==> src/rtl/code_entry_pkg.sv <==
// Event codes, FSM state encoding and the fixed-priority pick shared by the
// code-entry front end.
package code_entry_pkg;

    localparam logic [1:0] EV_TOP   = 2'b00;
    localparam logic [1:0] EV_DOWN  = 2'b01;
    localparam logic [1:0] EV_LEFT  = 2'b10;
    localparam logic [1:0] EV_RIGHT = 2'b11;

    typedef enum logic [1:0] {
        ST_IDLE   = 2'b00,
        ST_ENTRY  = 2'b01,
        ST_CHECK  = 2'b10,
        ST_LOCKED = 2'b11
    } state_e;

    // Bit 0 is Top, bit 3 is Right; the lowest set bit wins.
    function automatic logic [1:0] prio_code(input logic [3:0] pend);
        logic [1:0] code;
        if (pend[0]) begin
            code = EV_TOP;
        end else if (pend[1]) begin
            code = EV_DOWN;
        end else if (pend[2]) begin
            code = EV_LEFT;
        end else begin
            code = EV_RIGHT;
        end
        return code;
    endfunction

endpackage

==> src/rtl/button_debounce.sv <==
// One push button: two-flop synchroniser, stability counter and a one-cycle
// press pulse on the rising edge of the debounced level.
module button_debounce #(
    parameter int unsigned DEBOUNCE_CYCLES = 32'd4
) (
    input  logic clk_i,
    input  logic rst_i,
    input  logic raw_i,
    output logic press_o
);

    localparam int unsigned CW = (DEBOUNCE_CYCLES > 32'd1) ? $clog2(DEBOUNCE_CYCLES) : 32'd1;
    localparam logic [CW-1:0] CNT_LAST = CW'(DEBOUNCE_CYCLES - 32'd1);

    logic          sync1_q;
    logic          sync2_q;
    logic          level_q;
    logic          level_d;
    logic [CW-1:0] cnt_q;
    logic [CW-1:0] cnt_d;
    logic          flip_s;

    // The current sample is the last of the required run, so the level flips now.
    assign flip_s  = (sync2_q != level_q) && (cnt_q == CNT_LAST);
    assign press_o = flip_s & sync2_q;

    // Stability counter: any sample equal to the level restarts the run.
    always_comb begin
        cnt_d   = cnt_q;
        level_d = level_q;
        if (sync2_q == level_q) begin
            cnt_d = {CW{1'b0}};
        end else if (flip_s) begin
            cnt_d   = {CW{1'b0}};
            level_d = sync2_q;
        end else begin
            cnt_d = cnt_q + 1'b1;
        end
    end

    // Synchroniser, counter and debounced level registers.
    always_ff @(posedge clk_i or posedge rst_i) begin
        if (rst_i) begin
            sync1_q <= 1'b0;
            sync2_q <= 1'b0;
            level_q <= 1'b0;
            cnt_q   <= {CW{1'b0}};
        end else begin
            sync1_q <= raw_i;
            sync2_q <= sync1_q;
            level_q <= level_d;
            cnt_q   <= cnt_d;
        end
    end

endmodule

==> src/rtl/code_entry_arbiter.sv <==
// Button front end for the code detector: debounced press events serialised by
// priority, attempt sequencing with inter-press timeout, failure count and lockout.
module code_entry_arbiter
    import code_entry_pkg::*;
#(
    parameter int unsigned DEBOUNCE_CYCLES = 32'd4,
    parameter int unsigned TIMEOUT_CYCLES  = 32'd64,
    parameter int unsigned MAX_FAILS       = 32'd3,
    parameter int unsigned LOCKOUT_CYCLES  = 32'd256
) (
    input  logic       clk,
    input  logic       buttonReset,
    input  logic       buttonTop,
    input  logic       buttonDown,
    input  logic       buttonLeft,
    input  logic       buttonRight,
    input  logic       det_ready,
    input  logic       det_done,
    input  logic       det_match,
    output logic       ev_valid,
    output logic [1:0] ev_code,
    output logic       seq_clear,
    output logic       locked,
    output logic [1:0] fail_count
);

    localparam int unsigned TW = $clog2(TIMEOUT_CYCLES);
    localparam int unsigned LW = $clog2(LOCKOUT_CYCLES);
    localparam logic [TW-1:0] TMO_LAST  = TW'(TIMEOUT_CYCLES - 32'd1);
    localparam logic [LW-1:0] LOCK_LAST = LW'(LOCKOUT_CYCLES - 32'd1);
    localparam logic [1:0]    FAIL_MAX  = 2'(MAX_FAILS);

    state_e        state_q, state_d;
    logic [TW-1:0] tmo_q, tmo_d;
    logic [LW-1:0] lock_q, lock_d;
    logic [1:0]    fail_q, fail_d, fail_inc_s;
    logic          match_q, match_d;
    logic [3:0]    pending_q, pending_d;
    logic          ev_valid_q, seq_clear_q, locked_q;
    logic [1:0]    ev_code_q, ev_code_d;
    logic          clear_d;
    logic          grant_s;
    logic [1:0]    gcode_s;
    logic [3:0]    raw_s, press_s;

    assign raw_s = {buttonRight, buttonLeft, buttonDown, buttonTop};

    for (genvar gi = 0; gi < 4; gi++) begin : g_btn
        button_debounce #(
            .DEBOUNCE_CYCLES(DEBOUNCE_CYCLES)
        ) u_deb (
            .clk_i  (clk),
            .rst_i  (buttonReset),
            .raw_i  (raw_s[gi]),
            .press_o(press_s[gi])
        );
    end

    // Arbitration, attempt sequencing and counters.
    always_comb begin
        state_d    = state_q;
        tmo_d      = tmo_q;
        lock_d     = lock_q;
        fail_d     = fail_q;
        match_d    = match_q;
        clear_d    = 1'b0;
        fail_inc_s = (fail_q == FAIL_MAX) ? fail_q : fail_q + 2'd1;
        grant_s    = ((state_q == ST_IDLE) || (state_q == ST_ENTRY)) && det_ready
                     && (pending_q != 4'b0000);
        gcode_s    = prio_code(pending_q);
        ev_code_d  = grant_s ? gcode_s : ev_code_q;
        // A press landing on the bit being granted survives as a new pending press.
        pending_d  = (pending_q & ~(grant_s ? (4'b0001 << gcode_s) : 4'b0000)) | press_s;
        case (state_q)
            ST_IDLE: begin
                if (grant_s) begin
                    state_d = ST_ENTRY;
                    tmo_d   = {TW{1'b0}};
                end else begin
                    state_d = ST_IDLE;
                end
            end
            ST_ENTRY: begin
                if (det_done) begin
                    state_d = ST_CHECK;
                    match_d = det_match;
                end else if (grant_s) begin
                    tmo_d = {TW{1'b0}};
                end else if (tmo_q == TMO_LAST) begin
                    clear_d = 1'b1;
                    state_d = ST_IDLE;
                end else begin
                    tmo_d = tmo_q + 1'b1;
                end
            end
            ST_CHECK: begin
                if (match_q) begin
                    fail_d  = 2'd0;
                    clear_d = 1'b1;
                    state_d = ST_IDLE;
                end else if (fail_inc_s == FAIL_MAX) begin
                    fail_d  = fail_inc_s;
                    lock_d  = {LW{1'b0}};
                    state_d = ST_LOCKED;
                end else begin
                    fail_d  = fail_inc_s;
                    clear_d = 1'b1;
                    state_d = ST_IDLE;
                end
            end
            ST_LOCKED: begin
                pending_d = 4'b0000;
                if (lock_q == LOCK_LAST) begin
                    clear_d = 1'b1;
                    fail_d  = 2'd0;
                    state_d = ST_IDLE;
                end else begin
                    lock_d = lock_q + 1'b1;
                end
            end
            default: begin
                state_d = ST_IDLE;
            end
        endcase
    end

    // State, counters and registered outputs.
    always_ff @(posedge clk or posedge buttonReset) begin
        if (buttonReset) begin
            state_q     <= ST_IDLE;
            tmo_q       <= {TW{1'b0}};
            lock_q      <= {LW{1'b0}};
            fail_q      <= 2'd0;
            match_q     <= 1'b0;
            pending_q   <= 4'b0000;
            ev_valid_q  <= 1'b0;
            ev_code_q   <= EV_TOP;
            seq_clear_q <= 1'b0;
            locked_q    <= 1'b0;
        end else begin
            state_q     <= state_d;
            tmo_q       <= tmo_d;
            lock_q      <= lock_d;
            fail_q      <= fail_d;
            match_q     <= match_d;
            pending_q   <= pending_d;
            ev_valid_q  <= grant_s;
            ev_code_q   <= ev_code_d;
            seq_clear_q <= clear_d;
            locked_q    <= (state_d == ST_LOCKED);
        end
    end

    assign ev_valid   = ev_valid_q;
    assign ev_code    = ev_code_q;
    assign seq_clear  = seq_clear_q;
    assign locked     = locked_q;
    assign fail_count = fail_q;

endmodule

==> config.mk <==
export PLATFORM = sky130hd
export DESIGN_NAME = code_entry_arbiter
export DESIGN_NICKNAME = d
export VERILOG_FILES = /design/src/rtl/code_entry_pkg.sv /design/src/rtl/button_debounce.sv /design/src/rtl/code_entry_arbiter.sv
export SDC_FILE = /design/constraint.sdc
export NUM_CORES = 1
export LEC_CHECK = 0
export CAP_MARGIN = 20
export CORE_ASPECT_RATIO = 1.4
export CORE_MARGIN = 2
export CORE_UTILIZATION = 40
export DETAILED_ROUTE_END_ITERATION = 8
export SETUP_SLACK_MARGIN = 0.05
export SYNTH_ARGS = -nofsm -noshare
export SYNTH_HDL_FRONTEND = slang
export SYNTH_HIERARCHICAL = 1
export SYNTH_SLANG_ARGS = --single-unit
==> constraint.sdc <==
create_clock -name clk -period 2.7 [get_ports clk]
set_input_delay 0.54 -clock clk [delete_from_list [all_inputs] [get_ports clk]]
set_output_delay 0.54 -clock clk [all_outputs]
set_load 0.02 [all_outputs]
# After elaboration in Yosys (flattened, before gate mapping)
# Cells that the tools add are included.
classes:
  n_addsub: 7
  mul: 0
  div: 0
  order_cmp: 0
  n_eq_ne: 27
  shift: 1
  muxes: 41
  bitwise_logic: 11
  n_reduce_logical: 19
ops:
  columns: ["op", "count"]
  rows:
  - ["two-way mux 2 bit", 19]
  - ["two-way mux 6 bit", 4]
  - ["two-way mux 8 bit", 3]
  - ["equality test 2 bit, second input constant", 9]
  - ["case mux 8 bit (2 select lines)", 1]
  - ["!= test 2 bit, second input constant", 6]
  - ["case mux 6 bit (2 select lines)", 1]
  - ["AND reduction 2 bit", 6]
  - ["adder 2 x 1 -> 2 bit, second input constant", 5]
  - ["adder 8 x 1 -> 8 bit, second input constant", 1]
  - ["equality test 8 bit, second input constant", 1]
  - ["two-way mux 1 bit", 8]
  - ["two-way mux 4 bit", 2]
  - ["case mux 2 bit (4 select lines)", 1]
  - ["AND reduction 4 bit", 2]
  - ["adder 6 x 1 -> 6 bit, second input constant", 1]
  - ["equality test 6 bit, second input constant", 1]
  - ["logical AND 1 bit", 6]
  - ["AND 1 bit", 4]
  - ["AND 4 bit", 1]
  - ["equality test 1 bit", 4]
  - ["!= test 1 bit", 4]
  - ["NOT 1 bit", 4]
  - ["NOT 4 bit", 1]
  - ["10 further kinds", 11]
word_totals:
  ff_bits: 48
  latch_bits: 0
  ram_bits: 0
  rom_bits: 0
  inputBits: 9
  out_inout_bits: 7
  wordCells: 132
  mem_count: 0

# Longest topological paths before layout
logic_depth:
  depth_word: 9
  mapped_depth: 5
  mapped_depth_nobuf: 5

# By module
# Netlist, hierarchy kept.
by_module_without_submodules:
  columns: ["module", "instances", "cells_each", "area_each_um2"]
  rows:
  - ["code_entry_arbiter", 1, 146, 1420.1]
  - ["button_debounce", 4, 14, 182.7]

# Least setup slack after synthesis
# Ideal clock, no wire load.
synth_path:
  kind: "register to register"
  start: "reg lock_q[0]"
  end: "reg lock_q[5]"
  setup_time_ns: 0.077
  arrival_ns: 1.552
  slack_ns: 1.070
  stages_incl_launch_ff: 6
  path_buffers: 0
  period_less_slack_ns: 1.630
  path_cell_list: "dfrtp_1 > ha_1 > and3_4 > a211o_1 > or3_1 > a21oi_1"
synth_via:
  elab_chain_len: 3
  word_cells_on_any_way: 6
  classes_between: "1 x add/sub; 2 x eq/ne; 2 x mux; 1 x reduce/logical"
synth_lines:
  columns: ["element", "line_no", "rtl"]
  rows:
  - ["start, declared", "code_entry_arbiter.sv:35", "logic [LW-1:0] lock_q, lock_d;"]
  - ["start signal, assigned", "code_entry_arbiter.sv:132", "lock_q <= {LW{1'b0}};"]
  - ["start signal, assigned", "code_entry_arbiter.sv:143", "lock_q <= lock_d;"]
  - ["adder 8 x 1 -> 8 bit or equality test 8 bit (tied branches)", "code_entry_arbiter.sv:118, code_entry_arbiter.sv:113", null]
  - ["two-way mux 8 bit or != test 2 bit (tied branches)", null, null]
  - ["case mux 8 bit (2 select lines) or AND reduction 4 bit (tied branches)", null, null]
# Parallel ways exist; a longest one is shown, timed or not. The select of a mux whose other input is x is not followed.
# A chain may end at the register's enable or synchronous reset.

# Worst setup path after layout
layout_path:
  start: "reg fail_q[1], in the netlist fail_count[1]"
  end: "out fail_count[1]"
layout_lines:
  columns: ["element", "line_no", "rtl"]
  rows:
  - ["start, declared", "code_entry_arbiter.sv:36", "logic [1:0] fail_q, fail_d, fail_inc_s;"]
  - ["start signal, assigned", "code_entry_arbiter.sv:144", "fail_q <= fail_d;"]
  - ["end, declared", "code_entry_arbiter.sv:24", "output logic [1:0] fail_count"]
# No word-level cell between the ends.

==> results.yml <==
run_status:
  status: "complete, no violations"
worst_setup_path:
  required_ns: 2.16
  critPathSlowestCell: "clkdlybuf4s50_1"
  worstSetupStartpointType: "flop"
  r2r-start: "lock_q[0]$_DFFE_PP0P_"
  crit_family: "buffers and inverters"
  critPathKind: "reg -> out"
  worstPathMaxFanout: 5
  worstPathArrival_ns: 1.32
  reg2reg_depth: 5
  cpPeakStageDelay_ns: 0.62
  reg2reg_to: "lock_q[5]$_DFFE_PP0P_"
  endpoint_kind: "primary output"
  crit_buf_inv: 1
  ff2ff_setup_slack_ns: 0.95
  cp_cell_sequence: "clkdlybuf4s50_1"
placement:
  place.port_buffers: 15
  dp.final_hpwl_um: 2800
  gp_congestion: 0.810
  place_inst: 280
min_path:
  holdCritPathClass: "reg -> reg"
  hold_depth: 0
  hp-start: "g_btn[3].u_deb/sync1_q$_DFF_PP0_"
  whs_endpoint: "g_btn[3].u_deb/sync2_q$_DFF_PP0_"
floorplanning:
  dieArea_um2: 5990
  die_h_um: 90.8
  io_pins: 16
  start_util_pct: 41.4
  coreArea_um2: 5200
  die_w_um: 66.0
  row_count: 31
synthesis:
  synth_cells: 202
  yosysTopAreaCell: "dfrtp_1"
  ys.flop_type: "dfrtp_1"
  synth-edff-count: 0
  netlist_area_um2: 2150
  yosysSeqAreaShare_pct: 55.8
  avgSynthCellArea_um2: 10.6
  ys_top_cells_by_area: "dfrtp_1, ha_1, nand2_1"
  ys_top_cells_by_count: "dfrtp_1, nand2_1, inv_1, nor2_1, o21ai_0"
  ys_ff_latch: 48
  yosysTopAreaCellShare_pct: 55.8
  synth_warnings: 6
  synth_cell_types: 45
  async_reset_ff_share_pct: 100
  syn-num-nets: 217
  synth_most_common_cell: "dfrtp_1"
clocking:
  clockBufferDepth: 2
  cts_hold_buf: 0
  clk_latency_ns: 0.30
  postCtsSetupBuffers: 0
  clk_pin_slew_ns: 0.08
  post_cts_resized: 0
  cts-root-buf: "clkbuf_8"
  cts_tree: "built"
  h-tree-depth: 2
  numCtsBuffers: 5
  cts.sink_count: 48
routing:
  routedWlPerCell_um: 13.1
  routed-via-count: 1511
  drt_wl_total_um: 3780
  drc_errors: 0
  drt_iter0_drc: 75
  vias_per_cell: 5.25
  drt-pass1-iter-count: 6
  drtAntennaViolNets: 0
timing:
  rsz0062_at_grt: "no"
  min_period_ns: 1.86
  finClkSkew_ns: 0.00117
  slew_violations: 0
  worst_pin_slew_ns: 0.436
  setup_viol: 0
  fin_crit_sh_pct: 68.8
  whs_ns: 0.355
  slew_headroom_pct: 70.6
  setup-tns-final_ns: 0
  fmax_ghz: 0.538
  timing_hold_violations_final: 0
layout:
  area_growth_pct: 14.3
  final_cell_count_no_fill: 288
  final_nets: 236
  fin_util_pct: 47.3
  drive_gt1_share_pct: 10.4
  antenna_cells: 0
global_routing:
  grt_use_met1_pct: 17.4
  grtUsageMet2_pct: 24.5
  grtUsageTotal_pct: 14.7
  grt.overflow.total: 0
  top_usage_layer: "met2"
  grt_pass1_wl_um: 6850
  grt_use_met3_pct: 3.74
  antenna_found_initial: 0
  grt_max_degree: 29
  grt_pass1_vias: 1540
power:
  p_leak_uw: 0.00112
  power_uw: 1490
  power_density_nw_per_um2: 606
  irDropWorstVdd_v: 0.000348
flow_run:
  cap_violations: 0
[layer usage]
metal,vias to the layer above,wire (µm),part of all wire (%)
met3,8,140,3.7
met1,733,1670,44
met2,33,1870,49
li1,737,-,-
met5,-,0,0
met4,0,100,2.6
[sequential cells by signal, indices dropped and copies added (netlist names)]
name and count:
g_btn.u_deb/level_q 4, fail_count 2, tmo_q 6, g_btn.u_deb/sync1_q 4
lock_q 8, locked 1, match_q 1, pending_q 4
g_btn.u_deb/sync2_q 4, ev_valid 1, g_btn.u_deb/cnt_q 8, seq_clear 1
ev_code 2, state_q 2
[layout make-up]
cell class / count / area (µm²)
clock buffer: 6 / 82.6
clock inverter: 2 / 10.0
fill: 523 / 2740
inverter: 17 / 63.8
multi-input combinational: 133 / 861
sequential: 48 / 1200
tap: 66 / 82.6
timing repair buffer: 16 / 158
[cells in the final DEF (no fill, tap or decap), drive strengths merged, types with 5 or more instances in the layout]
master / n
a21oi: 10
clkbuf: 6
nand3: 9
o21ai: 18
nand2: 20
clkdlybuf4s50: 15
inv: 17
nor3: 5
xnor2: 6
ha: 6
nor2b: 6
nor2: 13
and3: 6
dfrtp: 48
[per-stage QoR]
stage / setup slack (ns) / instance area [µm²]
floorplan: 1.07 / 2150
global placement: 0.677 / 2370
detailed placement: 0.651 / 2370
CTS: 0.830 / 2460
global route: 0.785 / 2460
finish: 0.843 / 2460
[cell families (layout without fill, tap and decap cells)]
family	count (synthesis)	count (layout)	share of synthesized area, %
and+or+nand+nor	73	73	18.8
muxes	3	3	1.69
adders and majority gates	6	6	3.49
xor gates and xnor gates	6	6	2.44
AOI/OAI and AO/OA	45	45	13.6
buffers and inverters	21	41	4.13
DFF	48	48	55.8
[how the worst max path moves through the flow]
stage	from	endpoint	slack (ns)	depth (start not counted)
final	fail_count[1]$_DFFE_PP0P_	fail_count[1]	0.84	1
after global routing	fail_count[1]$_DFFE_PP0P_	fail_count[1]	0.78	1
after global placement	det_ready	tmo_q[1]$_DFFE_PP0P_	0.68	6
after CTS	fail_count[1]$_DFFE_PP0P_	fail_count[1]	0.83	1
after floorplan	lock_q[0]$_DFFE_PP0P_	lock_q[5]$_DFFE_PP0P_	1.07	5
after detailed placement	det_ready	tmo_q[1]$_DFFE_PP0P_	0.65	6
[where the power goes]
| part | internal [µW] | switching (µW) | total (µW) |
|---|---|---|---|
| Combinational | 100 | 94.7 | 195 |
| Clock | 205 | 235 | 440 |
| Sequential | 802 | 54.4 | 856 |
(Power assumes the default switching activity.)
